[src/rtl/sha256_byte_packer_pkg.sv]
// sha256_byte_packer_pkg
//   Shared constants and FSM state encoding for the SHA-256 byte packer.
//   BLOCK_WORDS : 32-bit words per 512-bit block
//   LEN_POS     : byte position where the 64-bit length field starts
//   PAD_BYTE    : first padding byte
package sha256_byte_packer_pkg;

  localparam int unsigned BLOCK_WORDS = 16;
  localparam int unsigned LEN_POS     = 56;
  localparam logic [7:0]  PAD_BYTE    = 8'h80;

  typedef enum logic [2:0] {
    StLoad  = 3'd0,
    StPad80 = 3'd1,
    StZero  = 3'd2,
    StLenHi = 3'd3,
    StLenLo = 3'd4,
    StWait  = 3'd5
  } state_e;

endpackage

[src/rtl/sha256_byte_packer.sv]
// sha256_byte_packer
//   Packs a byte stream big-endian into the 16-word block buffer through per-byte write
//   enables and appends SHA-256 padding (0x80, zero fill, 64-bit bit length). Each finished
//   block is offered to the consumer with blk_valid/blk_ready.
// Ports
//   CLK, rst        : clock, synchronous active-high reset
//   in_byte/in_valid/in_last/in_ready : byte stream, accepted on in_valid & in_ready
//   wr_en/wr_addr/wr_data : registered byte-enable write port to the block buffer
//                           (wr_en[3] = bits 31:24 = byte 0 of the word)
//   blk_valid/blk_last/blk_ready : completed-block handshake; blk_last marks the final block
module sha256_byte_packer
  import sha256_byte_packer_pkg::*;
#(
  parameter int unsigned LEN_W = 13
) (
  input  logic        CLK,
  input  logic        rst,
  input  logic [7:0]  in_byte,
  input  logic        in_valid,
  input  logic        in_last,
  output logic        in_ready,
  output logic [3:0]  wr_en,
  output logic [3:0]  wr_addr,
  output logic [31:0] wr_data,
  output logic        blk_valid,
  output logic        blk_last,
  input  logic        blk_ready
);

  state_e           r_state;
  state_e           r_resume;   // state to re-enter once the consumer frees the buffer
  logic             r_last;     // block being offered ends the message
  logic [5:0]       r_pos;
  logic [LEN_W-1:0] r_cnt;
  logic [3:0]       r_wr_en;
  logic [3:0]       r_wr_addr;
  logic [31:0]      r_wr_data;
  logic             r_blk_valid;
  logic             r_blk_last;

  logic [63:0]      w_bitlen;
  logic [6:0]       w_zero_next;

  always_comb begin
    w_bitlen = '0;
    w_bitlen[LEN_W+2:0] = {r_cnt, 3'b000};
  end

  // Next word boundary after the current position; 7 bits so that 64 is representable.
  assign w_zero_next = {1'b0, r_pos[5:2], 2'b00} + 7'd4;

  assign in_ready  = (r_state == StLoad) && !rst;
  assign wr_en     = r_wr_en;
  assign wr_addr   = r_wr_addr;
  assign wr_data   = r_wr_data;
  assign blk_valid = r_blk_valid;
  assign blk_last  = r_blk_last;

  always_ff @(posedge CLK) begin
    if (rst) begin
      r_state     <= StLoad;
      r_resume    <= StLoad;
      r_last      <= 1'b0;
      r_pos       <= '0;
      r_cnt       <= '0;
      r_wr_en     <= '0;
      r_wr_addr   <= '0;
      r_wr_data   <= '0;
      r_blk_valid <= 1'b0;
      r_blk_last  <= 1'b0;
    end else begin
      r_wr_en     <= 4'b0000;
      r_blk_valid <= 1'b0;
      r_blk_last  <= 1'b0;
      unique case (r_state)
        StLoad: begin
          if (in_valid) begin
            r_wr_en   <= 4'b1000 >> r_pos[1:0];
            r_wr_addr <= r_pos[5:2];
            r_wr_data <= {4{in_byte}};
            r_pos     <= r_pos + 6'd1;
            r_cnt     <= r_cnt + 1'b1;
            // A full block always goes to the consumer first; padding of a message whose
            // last byte filled the block then starts in the next block.
            if (r_pos == 6'd63) begin
              r_state  <= StWait;
              r_last   <= 1'b0;
              r_resume <= in_last ? StPad80 : StLoad;
            end else if (in_last) begin
              r_state <= StPad80;
            end
          end
        end
        StPad80: begin
          r_wr_en   <= 4'b1000 >> r_pos[1:0];
          r_wr_addr <= r_pos[5:2];
          r_wr_data <= {4{PAD_BYTE}};
          r_pos     <= r_pos + 6'd1;
          if (r_pos == 6'd63) begin
            r_state  <= StWait;
            r_last   <= 1'b0;
            r_resume <= StZero;
          end else if (r_pos == 6'(LEN_POS - 1)) begin
            r_state <= StLenHi;
          end else begin
            r_state <= StZero;
          end
        end
        StZero: begin
          // Partial word: clear the remaining lanes; aligned: mask is all ones.
          r_wr_en   <= 4'b1111 >> r_pos[1:0];
          r_wr_addr <= r_pos[5:2];
          r_wr_data <= '0;
          r_pos     <= w_zero_next[5:0];
          if (w_zero_next == 7'd64) begin
            r_state  <= StWait;
            r_last   <= 1'b0;
            r_resume <= StZero;
          end else if (w_zero_next == 7'(LEN_POS)) begin
            r_state <= StLenHi;
          end
        end
        StLenHi: begin
          r_wr_en   <= 4'hF;
          r_wr_addr <= 4'(BLOCK_WORDS - 2);
          r_wr_data <= w_bitlen[63:32];
          r_state   <= StLenLo;
        end
        StLenLo: begin
          r_wr_en   <= 4'hF;
          r_wr_addr <= 4'(BLOCK_WORDS - 1);
          r_wr_data <= w_bitlen[31:0];
          r_state   <= StWait;
          r_last    <= 1'b1;
          r_resume  <= StLoad;
        end
        StWait: begin
          // blk_valid comes up one cycle after entering; ready only counts once it is up.
          if (r_blk_valid && blk_ready) begin
            r_pos   <= '0;
            r_state <= r_resume;
            if (r_last) begin
              r_cnt <= '0;
            end
          end else begin
            r_blk_valid <= 1'b1;
            r_blk_last  <= r_last;
          end
        end
        default: begin
          r_state <= StLoad;
        end
      endcase
    end
  end

endmodule

[config.mk]
export PLATFORM = sky130hd
export DESIGN_NAME = sha256_byte_packer
export DESIGN_NICKNAME = d
export VERILOG_FILES = /design/src/rtl/sha256_byte_packer_pkg.sv /design/src/rtl/sha256_byte_packer.sv
export SDC_FILE = /design/constraint.sdc
export NUM_CORES = 1
export LEC_CHECK = 0
export ABC_AREA = 1
export BUFFER_PORTS_ARGS = -buffer_cell sky130_fd_sc_hd__clkbuf_2
export CAP_MARGIN = 5
export CORE_ASPECT_RATIO = 1.5
export CORE_MARGIN = 2
export CORE_UTILIZATION = 59
export DETAILED_ROUTE_END_ITERATION = 7
export PLACE_DENSITY = 0.84
export SETUP_SLACK_MARGIN = 0.4
export SYNTH_ARGS = -nofsm -noshare
export SYNTH_HDL_FRONTEND = slang
export SYNTH_SLANG_ARGS = --single-unit
[constraint.sdc]
create_clock -name CLK -period 2.65 [get_ports CLK]
set_input_delay 0.53 -clock CLK [delete_from_list [all_inputs] [get_ports CLK]]
set_output_delay 0.53 -clock CLK [all_outputs]
set_load 0.02 [all_outputs]
==> impl_metrics.env, run 1 <==
export IMPL_finalCritPeriodShare_pct=75.1
export IMPL_path_clk_slew_ns=0.11
export IMPL_synth_area_sq_mm=0.00295
export IMPL_antenna_found_initial=0
export IMPL_grt_overflow=0
export IMPL_cts_htree_levels=2
export IMPL_grt_busiest_layer="met2"
export IMPL_reg2regPathDepth=9
export IMPL_die_area_sq_mm=0.00559
export IMPL_final_area_sq_mm=0.00326
export IMPL_rsz0062_at_grt="no"
export IMPL_status="finished, final reports clean"
export IMPL_cp_num_buf_inv=2
export IMPL_max_cap_violations=0
export IMPL_coreArea_sq_mm=0.00481
export IMPL_totalWireLength_mm=7.42
export IMPL_synth_area_per_cell_sq_um=7.39
export IMPL_synthArstFlopShare_pct=0
export IMPL_swShare_pct=49.8
export IMPL_first_pass_iters=4
export IMPL_drt_iter0_markers=291
export IMPL_grt_pass1_vias=2692
export IMPL_worst_hold_slack_ns=0.458
export IMPL_placed_cell_area_sq_mm=0.00317
export IMPL_cts_tree="yes"
export IMPL_seq_area_frac_synth_pct=38.0
export IMPL_relSlewSlack_pct=60.7
export IMPL_p_int_mw=1.84
export IMPL_min_path_cells=2
export IMPL_drv_slew=0
export IMPL_critPathArrivalTime_ns=1.46
export IMPL_synth_edf_count=0
export IMPL_place_inst=498
export IMPL_final_antenna_net_count=0
export IMPL_vias=2814
export IMPL_cp_required_ns=2.12
export IMPL_p_seq_share_pct=36.3
export IMPL_crit_cells=4
export IMPL_grt_max_degree=29
export IMPL_fin_util_pct=67.8
export IMPL_insertion_delay_ns=0.32
export IMPL_syn2layout_area_growth_pct=10.7
export IMPL_gp_congestion=0.996
export IMPL_drive_above_1_share_pct=21.8
export IMPL_portBuffers=55
export IMPL_ir_worst_vdd_mv=0.569
export IMPL_cts_buffers=5
export IMPL_start_util_pct=61.3
export IMPL_total_leakage_power_nw=1.47
export IMPL_clk_path_buf_depth=2
export IMPL_synth_top_area_share_pct=38.0
export IMPL_crit_slowest_cell="dfxtp_1"
export IMPL_crit_family="flip-flops"
export IMPL_synth_seq_cells=56
export IMPL_dp_final_hpwl_mm=5.60
export IMPL_via_per_inst=5.56
export IMPL_switchingPower_mw=1.83
export IMPL_yosysWarnings=0
export IMPL_ios=56
export IMPL_cts_sinks=56
export IMPL_worstSetupPathType="reg -> out"
export IMPL_combPwrFrac_pct=49.8
export IMPL_clockPowerShare_pct=13.9
export IMPL_crit_path_end_kind="output port"
export IMPL_grt_pass1_wl_mm=12.3
export IMPL_use_met2_pct=47.8
export IMPL_cts_resized=0
export IMPL_synth_distinct_cells=34
export IMPL_fill_cells=447
export IMPL_hold_path_class="in -> reg"
export IMPL_p_per_area_mw_per_mm2=1120
export IMPL_synthCells=399
export IMPL_tightestPinTransition_ns=0.588
export IMPL_synthTopCellsByArea="dfxtp_1 38%, nand2_1 9.6%, a21oi_1 7.0%, nor2_1 5.5%, inv_1 4.6%"
export IMPL_grt_usage_pct=28.6
export IMPL_fin_crit_ns=1.99
export IMPL_startpoint_type="flip-flop"
export IMPL_critical_path_max_fanout=8
export IMPL_max_freq_mhz=502
export IMPL_diodes=0
export IMPL_fp_dieW_um=61.7
export IMPL_grtUsageMet1_pct=30.7
export IMPL_timing_hold_violations_final=0
export IMPL_wl_per_cell_um=14.7
export IMPL_crit_path_max_incr_delay_ns=0.60
export IMPL_finalSetupViolations=0
export IMPL_yosys_area_top_type="dfxtp_1"
export IMPL_row_count=31
export IMPL_finalClockSkew_ns=0.00695
export IMPL_final_cell_count_no_fill=506
export IMPL_synth_common_cells="75 x nand2_1, 56 x dfxtp_1, 43 x nor2_1"
export IMPL_fin_tns_setup_ns=0
export IMPL_die_h_um=90.6
export IMPL_cp_cell_sequence="inv_2 -> nand2_2 -> nor2_1 -> clkbuf_2"
export IMPL_synth_most_common_cell="nand2_1"
export IMPL_post_route_drc_count=0
export IMPL_cts_root_buf="clkbuf_8"
export IMPL_ctsHoldBuffers=0
export IMPL_syn_nets=421
export IMPL_fin_nets=461
export IMPL_ys_flop_type="dfxtp_1"
export IMPL_post_cts_buffers=0
export IMPL_met3_usage_pct=7.02
==> worst reg2reg max path: stages, from the launching register on <==
cell	delay (ns)
dfxtp_1	0.60
inv_2	0.20
nand3_4	0.16
nand2_2	0.08
inv_2	0.21
nand2_1	0.10
nor2_2	0.18
nand2_1	0.08
nand2_1	0.06
nor2_1	0.04
==> per-stage QoR <==
step / worst slack [ns] / total power [mW]
floorplan: 1.10 / 2.74
global placement: 0.945 / 3.13
detailed placement: 0.861 / 3.17
CTS: 0.668 / 3.67
global route: 0.579 / 3.93
finish: 0.659 / 3.67
==> worst paths after layout <==
kind | from | to | slack, ns
worst min register to register | wr_data[30]$_SDFFE_PP0P_ | wr_data[30]$_SDFFE_PP0P_ | 0.49
worst max register to register | r_state[2]$_SDFFE_PP0P_ | r_resume[0]$_SDFFE_PP0P_ | 0.84
worst max-delay path | r_state[2]$_SDFFE_PP0P_ | in_ready | 0.66
worst min-delay path | rst | blk_valid$_SDFF_PP0_ | 0.46
==> cells in the final DEF, fill, tap and decap left out, drive strengths merged, types with 11 or more instances in the layout <==
master,Yosys,final
a21oi,41,41
nor2,52,52
nand4,11,11
a22oi,11,11
inv,43,44
dfxtp,56,56
nand3,28,28
o21ai,14,14
nand2,84,84
clkbuf,6,60
==> layout make-up <==
type | count | area [sq um] | share of cell area, %
Multi-Input combinational cell | 276 | 1510 | 46.3
Timing Repair Buffer | 57 | 290 | 8.90
Clock buffer | 5 | 68.8 | 2.11
Tap cell | 66 | 82.6 | 2.53
Inverter | 43 | 161 | 4.95
Clock inverter | 3 | 27.5 | 0.844
Sequential cell | 56 | 1120 | 34.4
==> state kept, by name, indices dropped and copies added (netlist names) <==
signal	flops
blk_last	1
blk_valid	1
r_cnt	13
r_last	1
r_pos	6
r_resume	2
r_state	3
wr_addr	4
wr_data	21
wr_en	4
==> power by group through the flow <==
stage / Combinational, mW / Clock (mW) / Sequential [mW]
finish: 1.83 / 0.508 / 1.33
detailed placement: 1.82 / 0 / 1.34
CTS: 1.83 / 0.511 / 1.32
global route: 2.03 / 0.539 / 1.37
floorplan: 1.29 / 0 / 1.45
global placement: 1.79 / 0 / 1.34
==> cell families after synthesis <==
logic type,share of synthesized area (%)
buffers and inverters,10.7
AOI/OAI and AO/OA,14.5
and+or+nand+nor,31.2
xor gates and xnor gates,1.78
adders and majority gates,3.82
DFF,38.0
==> metal layers <==
metal  part of all wire, %  wire length (um)
met5                     0                 0
met4                   4.5               337
met3                   5.3               394
met2                    54              4010
met1                    36              2680
(Power assumes the default switching activity.)
==> run 2: changes to the inputs <==
CORE_UTILIZATION = 55   (was 59)
PLACE_DENSITY = 0.79   (was 0.84)
clock period = 2.1 ns   (was 2.65 ns; I/O delays follow)
==> impl_metrics.env, run 2 (synthesized netlist as in run 1, its figures left out) <==
export IMPL_status="finished, final reports clean"
export IMPL_fin_tns_setup_ns=0
export IMPL_finalPower_mw=4.73
export IMPL_rsz0062_at_grt="yes"
export IMPL_cp_required_ns=1.68
export IMPL_antenna_found_initial=0
export IMPL_path_clk_slew_ns=0.11
export IMPL_max_freq_mhz=613
export IMPL_crit_path_end_kind="output port"
export IMPL_fp_dieW_um=63.8
export IMPL_totalWireLength_mm=7.70
export IMPL_wl_per_cell_um=15.0
export IMPL_fin_nets=466
export IMPL_via_per_inst=5.46
export IMPL_insertion_delay_ns=0.32
export IMPL_place_ws_ns=0.313
export IMPL_cts_tree="yes"
export IMPL_row_count=32
export IMPL_vias=2801
export IMPL_cts_root_buf="clkbuf_8"
export IMPL_cts_sinks=56
export IMPL_p_per_area_mw_per_mm2=1400
export IMPL_finalSetupViolations=0
export IMPL_final_cell_mix="75 x nand2_1, 54 x clkbuf_2, 49 x dfxtp_1"
export IMPL_gp_congestion=0.877
export IMPL_whs_endpoint="wr_data[25]$_SDFFE_PP0P_"
export IMPL_die_h_um=93.7
export IMPL_worst_hold_slack_ns=0.375
export IMPL_syn2layout_area_growth_pct=14.6
export IMPL_setup_ws_ns=0.468
export IMPL_largest_reg_flops=21
export IMPL_timing_hold_violations_final=0
export IMPL_critPathArrivalTime_ns=1.21
export IMPL_hold_start="in_byte[1]"
export IMPL_reg2regPathDepth=11
export IMPL_ios=56
export IMPL_finalClockSkew_ns=0.0109
export IMPL_start_util_pct=57.1
export IMPL_r2r_end="r_resume[1]$_SDFFE_PP0P_"
export IMPL_finalCritPeriodShare_pct=77.7
export IMPL_tightestPinTransition_ns=0.529
export IMPL_dp_final_hpwl_mm=5.74
export IMPL_post_route_drc_count=0
export IMPL_placed_cell_area_sq_mm=0.00318
export IMPL_final_antenna_net_count=0
export IMPL_hold_path_class="in -> reg"
export IMPL_fin_crit_ns=1.63
export IMPL_portBuffers=55
export IMPL_worstSetupPathType="reg -> out"
export IMPL_grt_pass1_wl_mm=12.8
export IMPL_ctsHoldBuffers=0
export IMPL_grt_max_degree=23
export IMPL_grt_usage_pct=27.4
export IMPL_coreArea_sq_mm=0.00516
export IMPL_die_area_sq_mm=0.00597
export IMPL_max_cap_violations=0
export IMPL_cts_htree_levels=2
export IMPL_drive_above_1_share_pct=26.3
export IMPL_total_leakage_power_nw=1.49
export IMPL_grt_overflow=0
export IMPL_first_pass_iters=5
export IMPL_cts_buffers=5
export IMPL_mostFrequentLayoutCell="nand2_1"
export IMPL_diodes=0
export IMPL_startpoint_type="flip-flop"
export IMPL_clk_path_buf_depth=2
export IMPL_drt_iter0_markers=223
export IMPL_relSlewSlack_pct=64.7
export IMPL_critical_path_max_fanout=8
export IMPL_min_path_cells=3
export IMPL_regToRegStartpoint="r_state[0]$_SDFFE_PP0P_"
export IMPL_ir_worst_vdd_mv=0.723
export IMPL_drv_slew=0
export IMPL_final_area_sq_mm=0.00338
export IMPL_grt_pass1_vias=2689
export IMPL_rrSetupSlack_ns=0.53
==> run 2: timing repair <==
action / CTS / global route
setup buffers: 2 / 1
gates resized for setup: 5 / 20
endpoints found under the setup margin: 15 / 26
pin swaps: 1 / 0
==> run 2: power by group <==
group	switching [mW]	total [mW]	internal (mW)
sequential	0.294	1.68	1.38
clock	0.380	0.626	0.246
combinational	1.65	2.43	0.780
total	2.33	4.73	2.41
==> run 2: final cells by class <==
| type | instances | area, sq um |
|---|---|---|
| clock buffers | 5 | 68.8 |
| clock inverters | 3 | 27.5 |
| fillers | 457 | 1790 |
| inverters | 43 | 170 |
| multi-input cells | 276 | 1550 |
| flip-flops and latches | 56 | 1130 |
| well taps | 68 | 85.1 |
| repair buffers | 62 | 343 |
==> run 2: worst max path at each step <==
stage / to / slack (ns) / cells after the start / start
4_1_cts: r_resume[1]$_SDFFE_PP0P_ / 0.41 / 10 / r_pos[1]$_SDFFE_PP0P_
3_3_place_gp: r_resume[1]$_SDFFE_PP0P_ / 0.34 / 9 / r_state[2]$_SDFFE_PP0P_
2_1_floorplan: r_resume[0]$_SDFFE_PP0P_ / 0.62 / 10 / r_pos[1]$_SDFFE_PP0P_
6_report: in_ready / 0.47 / 4 / r_state[0]$_SDFFE_PP0P_
5_1_grt: r_resume[0]$_SDFFE_PP0P_ / 0.40 / 8 / r_pos[3]$_SDFFE_PP0P_
3_5_place_dp: r_resume[1]$_SDFFE_PP0P_ / 0.31 / 9 / r_state[2]$_SDFFE_PP0P_
==> run 2: per-stage QoR <==
stage          std cells  utilization, %
2_1_floorplan        399               -
3_3_place_gp         502            61.6
3_5_place_dp         502            61.6
4_1_cts              512            64.0
5_1_grt              513            65.4
6_report             513            65.4
==> run 2: worst max-delay path, cell delays in order, from the launching register on <==
cell     delay [ns]
dfxtp_4        0.40
nor2_4         0.15
nand2_2        0.11
nor2_1         0.10
buf_4          0.14
==> run 2: per-layer routing <==
metal	wire length, um	global-route usage [%]	part of all wire [%]
met1	2800	27.9	36
met2	4320	51.7	56
met3	287	5.04	3.7
met4	291	15.4	3.8
met5	0	0	0
